$ cat config.mk
export PLATFORM = sky130hd
export DESIGN_NAME = bin2bcd_seq
export DESIGN_NICKNAME = d
export VERILOG_FILES = /design/src/rtl/seg_pkg.sv /design/src/rtl/bcd_add3.sv /design/src/rtl/bin2bcd_seq.sv
export SDC_FILE = /design/constraint.sdc
export NUM_CORES = 1
export LEC_CHECK = 0
export ABC_CLOCK_PERIOD_IN_PS = 2610
export CAP_MARGIN = 20
export CORE_MARGIN = 3
export CORE_UTILIZATION = 54
export DETAILED_ROUTE_END_ITERATION = 12
export PLACE_DENSITY = 0.9
export SLEW_MARGIN = 20
export SYNTH_ARGS = -nofsm -noshare
export SYNTH_HDL_FRONTEND = slang
export SYNTH_HIERARCHICAL = 1
export SYNTH_SLANG_ARGS = --single-unit
$ cat constraint.sdc
create_clock -name clk -period 2.61 [get_ports clk]
set_clock_uncertainty 0.15 [all_clocks]
set_input_delay 0.3915 -clock clk [delete_from_list [all_inputs] [get_ports clk]]
set_output_delay 0.3915 -clock clk [all_outputs]
set_load 0.02 [all_outputs]
$ cat src/rtl/seg_pkg.sv
// Shared types and constants for the 7-segment display datapath.
// bin2bcd_seq honours the optional macro LEADING_ZERO_BLANK_EN.
package seg_pkg;

  typedef enum logic {
    IDLE  = 1'b0,
    SHIFT = 1'b1
  } state_t;

  localparam int unsigned BCD_W     = 4;
  localparam logic [3:0]  BCD_BLANK = 4'hF;

  // 10^n, used to derive the largest value representable in n BCD digits.
  function automatic logic [63:0] pow10(input int unsigned n);
    logic [63:0] r;
    r = 64'd1;
    for (int unsigned i = 0; i < n; i++) r = r * 64'd10;
    return r;
  endfunction

endpackage

$ cat src/rtl/bcd_add3.sv
// Double-dabble nibble correction: add 3 to any digit of 5 or more before the shift.
module bcd_add3
  import seg_pkg::*;
(
  input  logic [BCD_W-1:0] nib,
  output logic [BCD_W-1:0] adj
);

  always_comb begin
    adj = (nib >= 4'd5) ? nib + 4'd3 : nib;
  end

endmodule

$ cat src/rtl/bin2bcd_seq.sv
// Sequential binary-to-BCD converter, one bit per clock (shift-and-add-3).
// Define LEADING_ZERO_BLANK_EN to blank leading zero digits in the committed result.
module bin2bcd_seq
  import seg_pkg::*;
#(
  parameter int BIN_W  = 14,
  parameter int DIGITS = 4
) (
  input  logic                    clk,
  input  logic                    rst_n,
  input  logic                    start,
  input  logic [BIN_W-1:0]        bin,
  output logic                    busy,
  output logic                    done,
  output logic [BCD_W*DIGITS-1:0] bcd,
  output logic                    overflow
);

  localparam int          BCD_TOT = BCD_W * DIGITS;
  localparam int          WORK_W  = BIN_W + BCD_TOT;
  localparam int          CNT_W   = (BIN_W > 1) ? $clog2(BIN_W) : 1;
  localparam logic [63:0] MAX     = pow10(DIGITS) - 64'd1;

  state_t              state_q, state_d;
  logic [WORK_W-1:0]   work_q, work_adj, work_nxt;
  logic [CNT_W-1:0]    cnt_q;
  logic                ovf_q;
  logic [BCD_TOT-1:0]  result, bcd_fmt;

  // Per-digit correction on the BCD half of the working register.
  genvar g;
  generate
    for (g = 0; g < DIGITS; g++) begin : g_add3
      bcd_add3 u_add3 (
        .nib (work_q[BIN_W+g*BCD_W +: BCD_W]),
        .adj (work_adj[BIN_W+g*BCD_W +: BCD_W])
      );
    end
  endgenerate

  assign work_adj[BIN_W-1:0] = work_q[BIN_W-1:0];
  assign work_nxt            = {work_adj[WORK_W-2:0], 1'b0};
  assign result              = work_nxt[WORK_W-1 -: BCD_TOT];

`ifdef LEADING_ZERO_BLANK_EN
  logic lead;
`endif

  always_comb begin
    bcd_fmt = result;
`ifdef LEADING_ZERO_BLANK_EN
    // Walk down from the top digit; the units digit is never blanked.
    lead = 1'b1;
    for (int unsigned i = DIGITS - 1; i > 0; i--) begin
      if (lead && (result[i*BCD_W +: BCD_W] == 4'h0)) begin
        bcd_fmt[i*BCD_W +: BCD_W] = BCD_BLANK;
      end else begin
        lead = 1'b0;
      end
    end
`endif
  end

  // FSM: state register
  always_ff @(posedge clk or negedge rst_n) begin
    if (!rst_n) state_q <= IDLE;
    else        state_q <= state_d;
  end

  // FSM: next state
  always_comb begin
    state_d = state_q;
    case (state_q)
      IDLE:    if (start) state_d = SHIFT;
      SHIFT:   if (cnt_q == '0) state_d = IDLE;
      default: state_d = IDLE;
    endcase
  end

  // FSM: outputs
  always_comb begin
    busy = (state_q == SHIFT);
  end

  // Datapath and committed result
  always_ff @(posedge clk or negedge rst_n) begin
    if (!rst_n) begin
      work_q   <= '0;
      cnt_q    <= '0;
      ovf_q    <= 1'b0;
      done     <= 1'b0;
      overflow <= 1'b0;
      bcd      <= {DIGITS{BCD_BLANK}};
    end else begin
      done <= 1'b0;
      case (state_q)
        IDLE: begin
          if (start) begin
            work_q <= {{BCD_TOT{1'b0}}, bin};
            cnt_q  <= CNT_W'(BIN_W - 1);
            ovf_q  <= (64'(bin) > MAX);
          end
        end
        SHIFT: begin
          work_q <= work_nxt;
          if (cnt_q == '0) begin
            done     <= 1'b1;
            overflow <= ovf_q;
            bcd      <= ovf_q ? {DIGITS{BCD_BLANK}} : bcd_fmt;
          end else begin
            cnt_q <= cnt_q - 1'b1;
          end
        end
        default: ;
      endcase
    end
  end

endmodule

# Yosys cells after proc, flatten, opt, wreduce, memory -nomap -nowiden
# Cells that the tools add are included.
dict set report word_totals {
  regBits 54
  out_inout_bits 19
  wordCells 39
}
dict set report classes {
  add_sub_neg 5
  magnitude_cmp 5
  n_eq_ne 2
  n_mux 15
  n_bitwise 1
  n_reduce_logical 4
}
# operator n
set ops {}
lappend ops {{$pmux 30 s2} 1}
lappend ops {{$mux 30} 1}
lappend ops {{$mux 4} 5}
lappend ops {{$ge 4x3->1 const B} 4}
lappend ops {{$mux 16} 1}
lappend ops {{$gt 14x14->1 const B} 1}
lappend ops {{$add 4x2->4 const B} 3}
lappend ops {{$pmux 4 s2} 1}
lappend ops {{$reduce_and 2->1} 3}
lappend ops {{$logic_not 4->1} 1}
lappend ops {{$mux 1} 4}
lappend ops {{$ne 2x2->1 const B} 2}
lappend ops {{$sub 4x1->4 const B} 1}
lappend ops {{$add 3x2->3 const B} 1}
lappend ops {{$mux 3} 1}
lappend ops {{$pmux 1 s2} 1}
lappend ops {{$not 1->1} 1}

# Depth between registers and ports, before layout
# Gate-level depths: netlist of the first run.
dict set report logic_depth {
  word_depth 3
  depth_mapped 7
  depth_no_buf 7
}

# Cells and area by module
# Netlist of the first run, hierarchy kept.
# mod n_inst cells_each area_per_inst_um2
set modules_own_cells {}
lappend modules_own_cells {bin2bcd_seq 1 203 2331.0}
lappend modules_own_cells {bcd_add3 4 16 101.3}

# Least setup slack after synthesis of the first run
# No wires, ideal clock.
dict set report synth_timing {
  path_type {register to register}
  start {register work_q[22]}
  end {register bcd[10]}
  setup_time_ns 0.068
  t_arrival_ns 1.361
  required_ns 2.392
  path_slack_ns 1.031
  stages_incl_launch_ff 7
  period_less_slack_ns 1.579
  cell_sequence {dfrtp_1 ha_1 nand2b_1 a21oi_2 mux2i_1 nor2_1 a21oi_2}
}
dict set report synth_via {
  elab_chain_len 3
  elab_cells_between_ends 4
  classes_between {1 x add/sub; 1 x order compare; 2 x mux}
}
# item line
set synth_lines {}
lappend synth_lines {{start, declared} bin2bcd_seq.sv:25} ;# logic [WORK_W-1:0] work_q, work_adj, work_nxt;
lappend synth_lines {{start signal, assigned} bin2bcd_seq.sv:99} ;# work_q <= {{BCD_TOT{1'b0}}, bin};
lappend synth_lines {{start signal, assigned} bin2bcd_seq.sv:105} ;# work_q <= work_nxt;
lappend synth_lines {{$add 4x2->4 / $ge 4x3->1 (equally long branches)} bcd_add3.sv:10} ;# adj = (nib >= 4'd5) ? nib + 4'd3 : nib;
lappend synth_lines {{$mux 4 (*)} bcd_add3.sv:10}
lappend synth_lines {{named net bcd_fmt[10]} bin2bcd_seq.sv:28} ;# logic [BCD_TOT-1:0] result, bcd_fmt;
lappend synth_lines {{$mux 16 (*)} bin2bcd_seq.sv:109} ;# bcd <= ovf_q ? {DIGITS{BCD_BLANK}} : bcd_fmt;
lappend synth_lines {{end signal, assigned} bin2bcd_seq.sv:93} ;# bcd <= {DIGITS{BCD_BLANK}};
lappend synth_lines {{end signal, assigned} bin2bcd_seq.sv:109}
lappend synth_lines {{end, declared} bin2bcd_seq.sv:15} ;# output logic [BCD_W*DIGITS-1:0] bcd,
# Mark *: on every way through the listed nets, which the timed path passes. The rest lies on a longest branch.
# A chain may end at the register's enable or synchronous reset.

# Final worst setup path of the first run
dict set report layout_timing {
  start {register cnt_q[0]}
  end {register bcd[5]}
}
dict set report layout_via {
  elab_chain_len 2
}
# item line
set layout_lines {}
lappend layout_lines {{start, declared} bin2bcd_seq.sv:26} ;# logic [CNT_W-1:0] cnt_q;
lappend layout_lines {{start signal, assigned} bin2bcd_seq.sv:100} ;# cnt_q <= CNT_W'(BIN_W - 1);
lappend layout_lines {{start signal, assigned} bin2bcd_seq.sv:111} ;# cnt_q <= cnt_q - 1'b1;
lappend layout_lines {{$logic_not 4->1} bin2bcd_seq.sv:106} ;# if (cnt_q == '0) begin
lappend layout_lines {{$reduce_and 2->1 (no source line)} --}
# No other way between the ends.

==> qor.csv, run 1 <==
metric;value;unit
status;complete, no violations;
setup_viol;0;
route.met2.wl;2530;um
startpoint_type;register;
clock_latency;310;ps
grt_pass1_vias;1980;
synth_cells;263;
period_share;0.766;
clock_sinks;54;
cpMaxStageDelayCell;and4bb_1;
final.setup.worst_slack;610;ps
clk_pin_slew_worst_paths;90;ps
clk_path_buf_depth;2;
critPathMaxStageDelay;580;ps
critPathMaxFanout;13;
critPathKind;reg -> reg;
hold_slack;3.00;ps
drtAntennaViolNets;0;
cts_resized;0;
area_delta_synth_final;18.6;%
io_buffer_count;35;
dr_total_vias;1961;
die-area;5920;um^2
root_buffer;clkbuf_8;
top_layer;met4;
cts_buffers;5;
netlist_area;2720;um^2
postCtsSetupRepairBufs;0;
maxSlewViolCount;0;
p_leak;1.46;nW
die_w;76.9;um
htree_num_levels;2;
peakVddDrop;468;uV
placedCellCount;360;
cp.arrival;2090;ps
final_net_count;327;
path_cells;inv_1 > ha_1 > and4bb_1 > buf_4 > nor2_1 > a21oi_2;
critPathBufInv;2;
p_switching;1.74;mW
power.share.clock;0.125;
cp.required;2700;ps
drive_above_1_share;0.176;
endpoint_kind;register;
fill_cells;381;
layout.cells.non_filler;368;
grt_max_degree;38;
wl_met3;211;um
period_minus_slack;2000;ps
place_ws;613;ps
hold_buffers;0;
met1_length;2220;um
fp.dieH;76.9;um
drt_iter0_markers;109;
hpwl;3700;um
cp_top_family;simple AND/OR/NAND/NOR gates;
switching_share;0.397;
tightest_slew;771;ps
grt_pass1_wl;8630;um
synth_fp_nets;290;
placementRows;25;
num_io_pins;36;
gp_congestion;0.802;
combPwrFrac;0.502;
power_density;1360;nW/um^2
cts_tree;done;
synth_warnings;6;
start_util;0.568;
drc;0;
pwr-share-seq;0.373;
core_area;4790;um^2
wl;5040;um
cap_violations;0;
max_freq;500;MHz
wl_per_cell;13.7;um
setup-tns-final;0;ps
first_pass_iters;4;
synth_area_per_cell;10.3;um^2
antenna_found_initial;0;
grt_usage;0.180;
diodes;0;
max_slew_margin;0.486;
hold_viol_final;0;
hp-class;in -> async;
rsz0062_at_grt;false;
grt_overflow;0;
power.internal;2.63;mW
via_per_inst;5.33;
-- metrics by stage --
step | utilization | total power, mW | instance area, um^2
floorplan | - | 3.22 | 2720
global placement | 0.651 | 3.72 | 3120
detailed placement | 0.651 | 3.85 | 3120
CTS | 0.673 | 4.40 | 3220
global route | 0.673 | 4.71 | 3220
finish | 0.673 | 4.37 | 3220
-- power groups by stage --
| stage | combinational (mW) | sequential, mW | clock, mW |
|---|---|---|---|
| after floorplan | 1.50 | 1.72 | 0 |
| after detailed placement | 2.21 | 1.64 | 0 |
| final | 2.19 | 1.63 | 0.547 |
| after CTS | 2.22 | 1.63 | 0.559 |
| after global routing | 2.43 | 1.69 | 0.589 |
| after global placement | 2.10 | 1.62 | 0 |
-- worst reg2reg max path, stage by stage, from the launching register on --
cell and delay, ps:
dfrtp_1 430, inv_1 90, ha_1 200, and4bb_1 580, buf_4 310, nor2_1 70, a21oi_2 100
-- placed cells by master (no fill, tap or decap), drive strengths merged, types with 2 or more instances in the layout --
cell and count:
nand4 2, ha 10, nand2b 8, dfrtp 38
o21ai 19, a22o 17, nor2 41, a21oi 21
dfstp 16, inv 12, xnor2 4, nand2 29
clkbuf 7, mux2i 20, buf 11, nor3 2
clkdlybuf4s50 34
-- routing by layer --
metal  track usage  vias up
li1              -      965
met1         0.212      938
met2         0.324       50
met3        0.0376        8
met4        0.0616        0
met5             0        -
-- final timing paths --
path	end	slack [ps]	from	cells after the start
worst max register to register	bcd[5]	610	cnt_q[0]	6
min in group clk	work_q[1]	350	work_q[0]	2
worst max-delay path	bcd[5]	610	cnt_q[0]	6
worst min-delay path	done	3	rst_n	1
max in group asynchronous	cnt_q[1]	1660	rst_n	2
worst min register to register	work_q[1]	350	work_q[0]	2
-- state kept, by name (all words and copies together), names as in the netlist --
signal and flops:
overflow 1, bcd 16, ovf_q 1, busy 1
work_q 30, done 1, cnt_q 4
-- area by class of cell --
| type | instances | area (um^2) | share of cell area |
|---|---|---|---|
| tap | 67 | 83.8 | 0.0260 |
| inverter | 12 | 45.0 | 0.0140 |
| timing repair buffer | 45 | 420 | 0.130 |
| clock buffer | 7 | 76.3 | 0.0237 |
| sequential | 54 | 1370 | 0.426 |
| clock inverter | 1 | 30.0 | 0.00932 |
| multi-input combinational | 182 | 1190 | 0.371 |
No activity file was read; power rests on OpenSTA's default activity.
==> inputs of run 2 (changes only) <==
--- a/config.mk
+++ b/config.mk
@@ -5,7 +5,7 @@
 export SDC_FILE = /design/constraint.sdc
 export NUM_CORES = 1
 export LEC_CHECK = 0
-export ABC_CLOCK_PERIOD_IN_PS = 2610
+export ABC_CLOCK_PERIOD_IN_PS = 1940
 export CAP_MARGIN = 20
 export CORE_MARGIN = 3
 export CORE_UTILIZATION = 54
==> constraint.sdc (replaced) <==
create_clock -name clk -period 1.94 [get_ports clk]
set_clock_uncertainty 0.15 [all_clocks]
set_input_delay 0.291 -clock clk [delete_from_list [all_inputs] [get_ports clk]]
set_output_delay 0.291 -clock clk [all_outputs]
set_load 0.02 [all_outputs]
==> run 2 against run 1 <==
Register-to-register slack worse by 430 ps. Utilization increased by 0.58 points. Final cell count is 0.27% higher. First-iteration DRC count is 5.5% higher. Total power is 33% higher. Routed wire length rose by 0.44%. Critical path depth fell by 5. Hold slack improved by 340 ps. Clock power grew 20%. Worst setup slack worse by 560 ps. Critical path type is now reg -> out. Largest cell class unchanged. Highest routed layer unchanged.
==> qor.csv, run 2 (synthesized netlist as in run 1, its figures left out) <==
metric;value;unit;change
hold_viol_final;0;;unchanged
num_io_pins;36;;unchanged
hpwl;3560;um;-3.8%
drtAntennaViolNets;0;;unchanged
cpMaxStageDelayCell;clkdlybuf4s50_1;;
mostFrequentLayoutCells;nor2_1, dfrtp_1, clkdlybuf4s50_1;;
endpoint_kind;output pin;;
critPathMaxFanout;2;;-11
grt_overflow;0;;unchanged
drive_above_1_share;0.179;;+0.00273
cp.depth;1;;-5
fp.dieH;76.9;um;unchanged
tightest_slew;623;ps;-148 ps
period_share;0.975;;
cts_tree;done;;
htree_num_levels;2;;unchanged
layout.cells.non_filler;369;;+0.27%
placedCellCount;360;;unchanged
critPathKind;reg -> out;;
via_per_inst;5.37;;+0.75%
die_w;76.9;um;unchanged
grt-busiest-layer;met2;;
die-area;5920;um^2;unchanged
grt_use_met1;0.224;;+0.0117
cp_top_family;buffers and inverters;;
hp-class;reg -> reg;;
startpoint_type;register;;
setup-tns-final;0;ps;unchanged
cp.required;1500;ps;-1200 ps
use_met2;0.307;;-0.0166
dr_total_vias;1981;;+1.0%
grt_max_degree;55;;+45%
critPathMaxStageDelay;610;ps;+30 ps
hold_depth;2;;
wl;5060;um;+0.44%
wl_per_cell;13.7;um;+0.16%
fin_util;0.679;;+0.00575
clock_latency;310;ps;about the same
grt_pass1_vias;1955;;-1.3%
period_minus_slack;1890;ps;
cap_violations;0;;unchanged
io_buffer_count;35;;unchanged
grt_usage;0.182;;+0.00232
final_net_count;328;;+0.31%
gp_congestion;0.806;;+0.52%
status;complete, no violations;;
clock_sinks;54;;unchanged
max_freq;528;MHz;
drt_iter0_markers;115;;+5.5%
ff2ff_path_depth;6;;unchanged
regMostFlops;work_q;;
largestRegisters;work_q (30), bcd (16), cnt_q (4);;
root_buffer;clkbuf_8;;
cts_buffers;5;;unchanged
p_leak;1.49;nW;+1.8%
rsz0062_at_grt;false;;
core_area;4790;um^2;unchanged
first_pass_iters;6;;+2
area_delta_synth_final;19.6;%;
maxSlewViolCount;0;;unchanged
start_util;0.568;;unchanged
grt_pass1_wl;8760;um;+1.4%
diodes;0;;unchanged
path_cells;clkdlybuf4s50_1;;
peakVddDrop;790;uV;+69%
placementRows;25;;unchanged
antenna_found_initial;0;;unchanged
setup_viol;0;;unchanged
layout_commonest_cell;nor2_1;;
max_slew_margin;0.585;;+0.0984
grtUsageMet3;0.0446;;+0.00704
place_ws;208;ps;-405 ps
largest_reg_flops;30;;unchanged
drc;0;;unchanged
clk_pin_slew_worst_paths;90;ps;about the same
clk_path_buf_depth;2;;unchanged
cp.arrival;1450;ps;-640 ps
power_density;1790;nW/um^2;+32%
critPathBufInv;1;;-1
final.setup.worst_slack;47.6;ps;-563 ps
postCtsSetupRepairBufs;0;;unchanged
==> run 2: changes by cell type in the layout (fill, tap and decap cells not counted), sizes merged <==
cell,change
clkinv,+1
dlymetal6s2s,+3
dlygate4sd3,+1
clkdlybuf4s50,-3
bufinv,-1
==> run 2: power by group <==
group | internal [mW] | switching, mW | total (mW)
logic | 1.42 | 1.55 | 2.97
clock network | 0.289 | 0.366 | 0.655
registers | 1.76 | 0.431 | 2.19
==> run 2: through the flow <==
step,hold WS [ps],total power [mW],area [um^2]
2_1_floorplan,-155,4.33,2720
3_3_place_gp,156,5.05,3140
3_5_place_dp,155,5.21,3140
4_1_cts,346,5.88,3240
5_1_grt,368,6.27,3250
6_report,347,5.82,3250
==> run 2: routing by layer <==
layer,wire (um),part of all wire
met1,2280,0.45
met2,2500,0.49
met3,199,0.039
met4,78,0.015
met5,0,0
==> run 2: final timing paths <==
check / start / endpoint / slack, ps
setup / recovery: bcd[2] / bcd[2] / 50
hold / removal: work_q[8] / work_q[9] / 350
setup reg to reg: work_q[22] / bcd[10] / 180
hold reg to reg: work_q[8] / work_q[9] / 350
max in group asynchronous: rst_n / bcd[14] / 1000
min in group asynchronous: rst_n / cnt_q[2] / 360
==> run 2: repair_timing <==
action                                  in CTS  in global routing
hold buffers                                 1                  0
endpoints found under the setup margin       0                  3
endpoints found under the hold margin       38                  0
gates resized for setup                      0                  3
==> run 2: layout make-up <==
cell class                 count  area, um^2
clock buffer                   7        86.3
clock inverter                 1        5.00
fill                         375        1540
inverter                      12        45.0
multi-input combinational    182        1190
sequential                    54        1370
tap                           67        83.8
timing repair buffer          46         463
==> inputs of run 3 (changes only) <==
--- a/config.mk
+++ b/config.mk
@@ -5,12 +5,13 @@
 export SDC_FILE = /design/constraint.sdc
 export NUM_CORES = 1
 export LEC_CHECK = 0
-export ABC_CLOCK_PERIOD_IN_PS = 1940
+export ABC_CLOCK_PERIOD_IN_PS = 1750
 export CAP_MARGIN = 20
 export CORE_MARGIN = 3
 export CORE_UTILIZATION = 54
 export DETAILED_ROUTE_END_ITERATION = 12
-export PLACE_DENSITY = 0.9
+export DONT_BUFFER_PORTS = 1
+export PLACE_DENSITY = 0.81
 export SLEW_MARGIN = 20
 export SYNTH_ARGS = -nofsm -noshare
 export SYNTH_HDL_FRONTEND = slang
==> constraint.sdc (replaced) <==
create_clock -name clk -period 1.75 [get_ports clk]
set_clock_uncertainty 0.15 [all_clocks]
set_input_delay 0.2625 -clock clk [delete_from_list [all_inputs] [get_ports clk]]
set_output_delay 0.2625 -clock clk [all_outputs]
set_load 0.02 [all_outputs]
==> run 3 against run 2 <==
Combinational power decreased by 2%. Critical path depth rose by 4. First-iteration DRC count decreased by 23%. Critical path type is now reg -> reg.
==> qor.csv, run 3 (synthesized netlist as in run 1, its figures left out) <==
metric;value;unit;change
status;complete, no violations;;
die-area;5920;um^2;unchanged
grt_usage;0.183;;+0.000757
cts_tree;done;;
largestRegisters;work_q (30), bcd (16), cnt_q (4);;
drive_above_1_share;0.250;;+0.0712
grt_pass1_wl;8660;um;-1.1%
seq_area;1370;um^2;unchanged
drtAntennaViolNets;0;;unchanged
largest_reg_flops;30;;unchanged
area_delta_synth_final;16.0;%;
clock_latency;310;ps;about the same
diodes;0;;unchanged
timing.reg2reg.setup_slack;80;ps;-100 ps
endpoint_kind;register;;
timing.rr.end;cnt_q[1];;
rsz0062_at_grt;true;;
max_freq;597;MHz;
hold_depth;2;;unchanged
clk_path_buf_depth;2;;unchanged
hpwl;3320;um;-6.9%
maxSlewViolCount;0;;unchanged
max_slew_margin;0.593;;+0.00791
setup-tns-final;0;ps;unchanged
num_io_pins;36;;unchanged
period_minus_slack;1670;ps;
hold_end;work_q[3];;
cap_violations;0;;unchanged
via_per_inst;5.37;;about the same
setup_viol;0;;unchanged
dr_total_vias;1884;;-4.9%
root_buffer;clkbuf_8;;
hp-class;in -> reg;;
cp.arrival;1740;ps;+290 ps
core_area;4790;um^2;unchanged
mostFrequentLayoutCells;nor2_1, dfrtp_1, nand2_1;;
ff2ff_path_depth;5;;-1
layout_commonest_cell;nor2_1;;
grt_overflow;0;;unchanged
grt_pass1_vias;1887;;-3.5%
layout.cells.non_filler;351;;-4.9%
io_buffer_count;0;;-100%
placed_cell_area;2770;um^2;-12%
final_net_count;310;;-5.5%
r2r_start;cnt_q[1];;
fp.dieH;76.9;um;unchanged
power_density;2060;nW/um^2;+15%
peakVddDrop;747;uV;-5.4%
startpoint_type;register;;
cts_buffers;5;;unchanged
clk_pin_slew_worst_paths;100;ps;about the same
wl_per_cell;14.7;um;+7.4%
critPathMaxFanout;3;;+1
placedCellCount;323;;-10%
p_leak;1.42;nW;-4.7%
antenna_found_initial;0;;unchanged
placementRows;25;;unchanged
wl;5170;um;+2.2%
min_from;bin[3];;
first_pass_iters;4;;-2
p_total;6.50;mW;+12%
period_share;0.957;;
multi_input_area;1260;um^2;+5.5%
gp_congestion;0.795;;-1.4%
tightest_slew;611;ps;-11.9 ps
fill_cells;387;;+3.2%
fin_util;0.659;;-0.0204
clock_sinks;54;;unchanged
start_util;0.568;;unchanged
hold_viol_final;0;;unchanged
die_w;76.9;um;unchanged
critPathKind;reg -> reg;;
grt_max_degree;55;;unchanged
drc;0;;unchanged
fin_area;3150;um^2;-3.0%
drt_iter0_markers;89;;-23%
cp.required;1810;ps;+310 ps
regMostFlops;work_q;;
htree_num_levels;2;;unchanged
-- run 3: cell count changes in the layout (fill, tap and decap cells not counted), sizes merged --
cell,previous run,this run
bufinv,0,1
dlymetal6s2s,3,0
clkdlybuf4s50,31,0
buf,11,14
inv,12,13
dlygate4sd3,1,14
clkbuf,7,5
-- run 3: worst max-delay path by stage --
stage	startpoint	to	slack, ps	cells after the start
4_1_cts	work_q[18]	bcd[6]	3	6
6_report	cnt_q[1]	cnt_q[1]	80	5
2_1_floorplan	work_q[22]	bcd[10]	170	6
5_1_grt	work_q[26]	bcd[14]	-20	7
3_3_place_gp	work_q[18]	bcd[6]	40	6
3_5_place_dp	cnt_q[1]	bcd[6]	6	6
-- run 3: repair_timing --
action / 4_1_cts / 5_1_grt
buffers inserted: 1 / 4
hold buffers: 15 / 0
pin swaps: 0 / 14
setup endpoints to repair: 8 / 18
gates resized for setup: 1 / 16
endpoints found under the hold margin: 61 / 0
-- run 3: power by group --
group	leakage, nW	total (mW)	switching, mW	internal [mW]
sequential	0.650	2.73	0.767	1.96
combinational	0.710	2.92	1.46	1.46
clock	0.0585	0.847	0.418	0.429
total	1.42	6.50	2.65	3.85
-- run 3: worst max-delay path, cell delays in order, from the launching register on --
cell and delay [ps]:
dfrtp_1 400, inv_1 100, ha_1 200, or3b_4 410, mux2i_1 140, a22o_1 180
-- run 3: per-layer routing --
layer	vias up	wire length (um)	GRT usage
met1	907	2320	0.229
met3	8	275	0.0493
met4	0	75	0.0580
met2	42	2500	0.308
met5	-	0	0
li1	927	-	-
-- run 3: layout make-up --
class	count	area share
timing repair buffer	28	0.0881
inverter	12	0.0143
multi-input combinational	182	0.400
clock inverter	3	0.0139
clock buffer	5	0.0218
sequential	54	0.435
tap	67	0.0266
-- run 3: metrics by stage --
step / setup WS (ps) / hold WS (ps)
2_1_floorplan: 171 / -183
4_1_cts: 3.26 / 1.00
3_3_place_gp: 44.3 / -181
6_report: 75.8 / 2.75
5_1_grt: -23.5 / 11.5
3_5_place_dp: 5.57 / -181
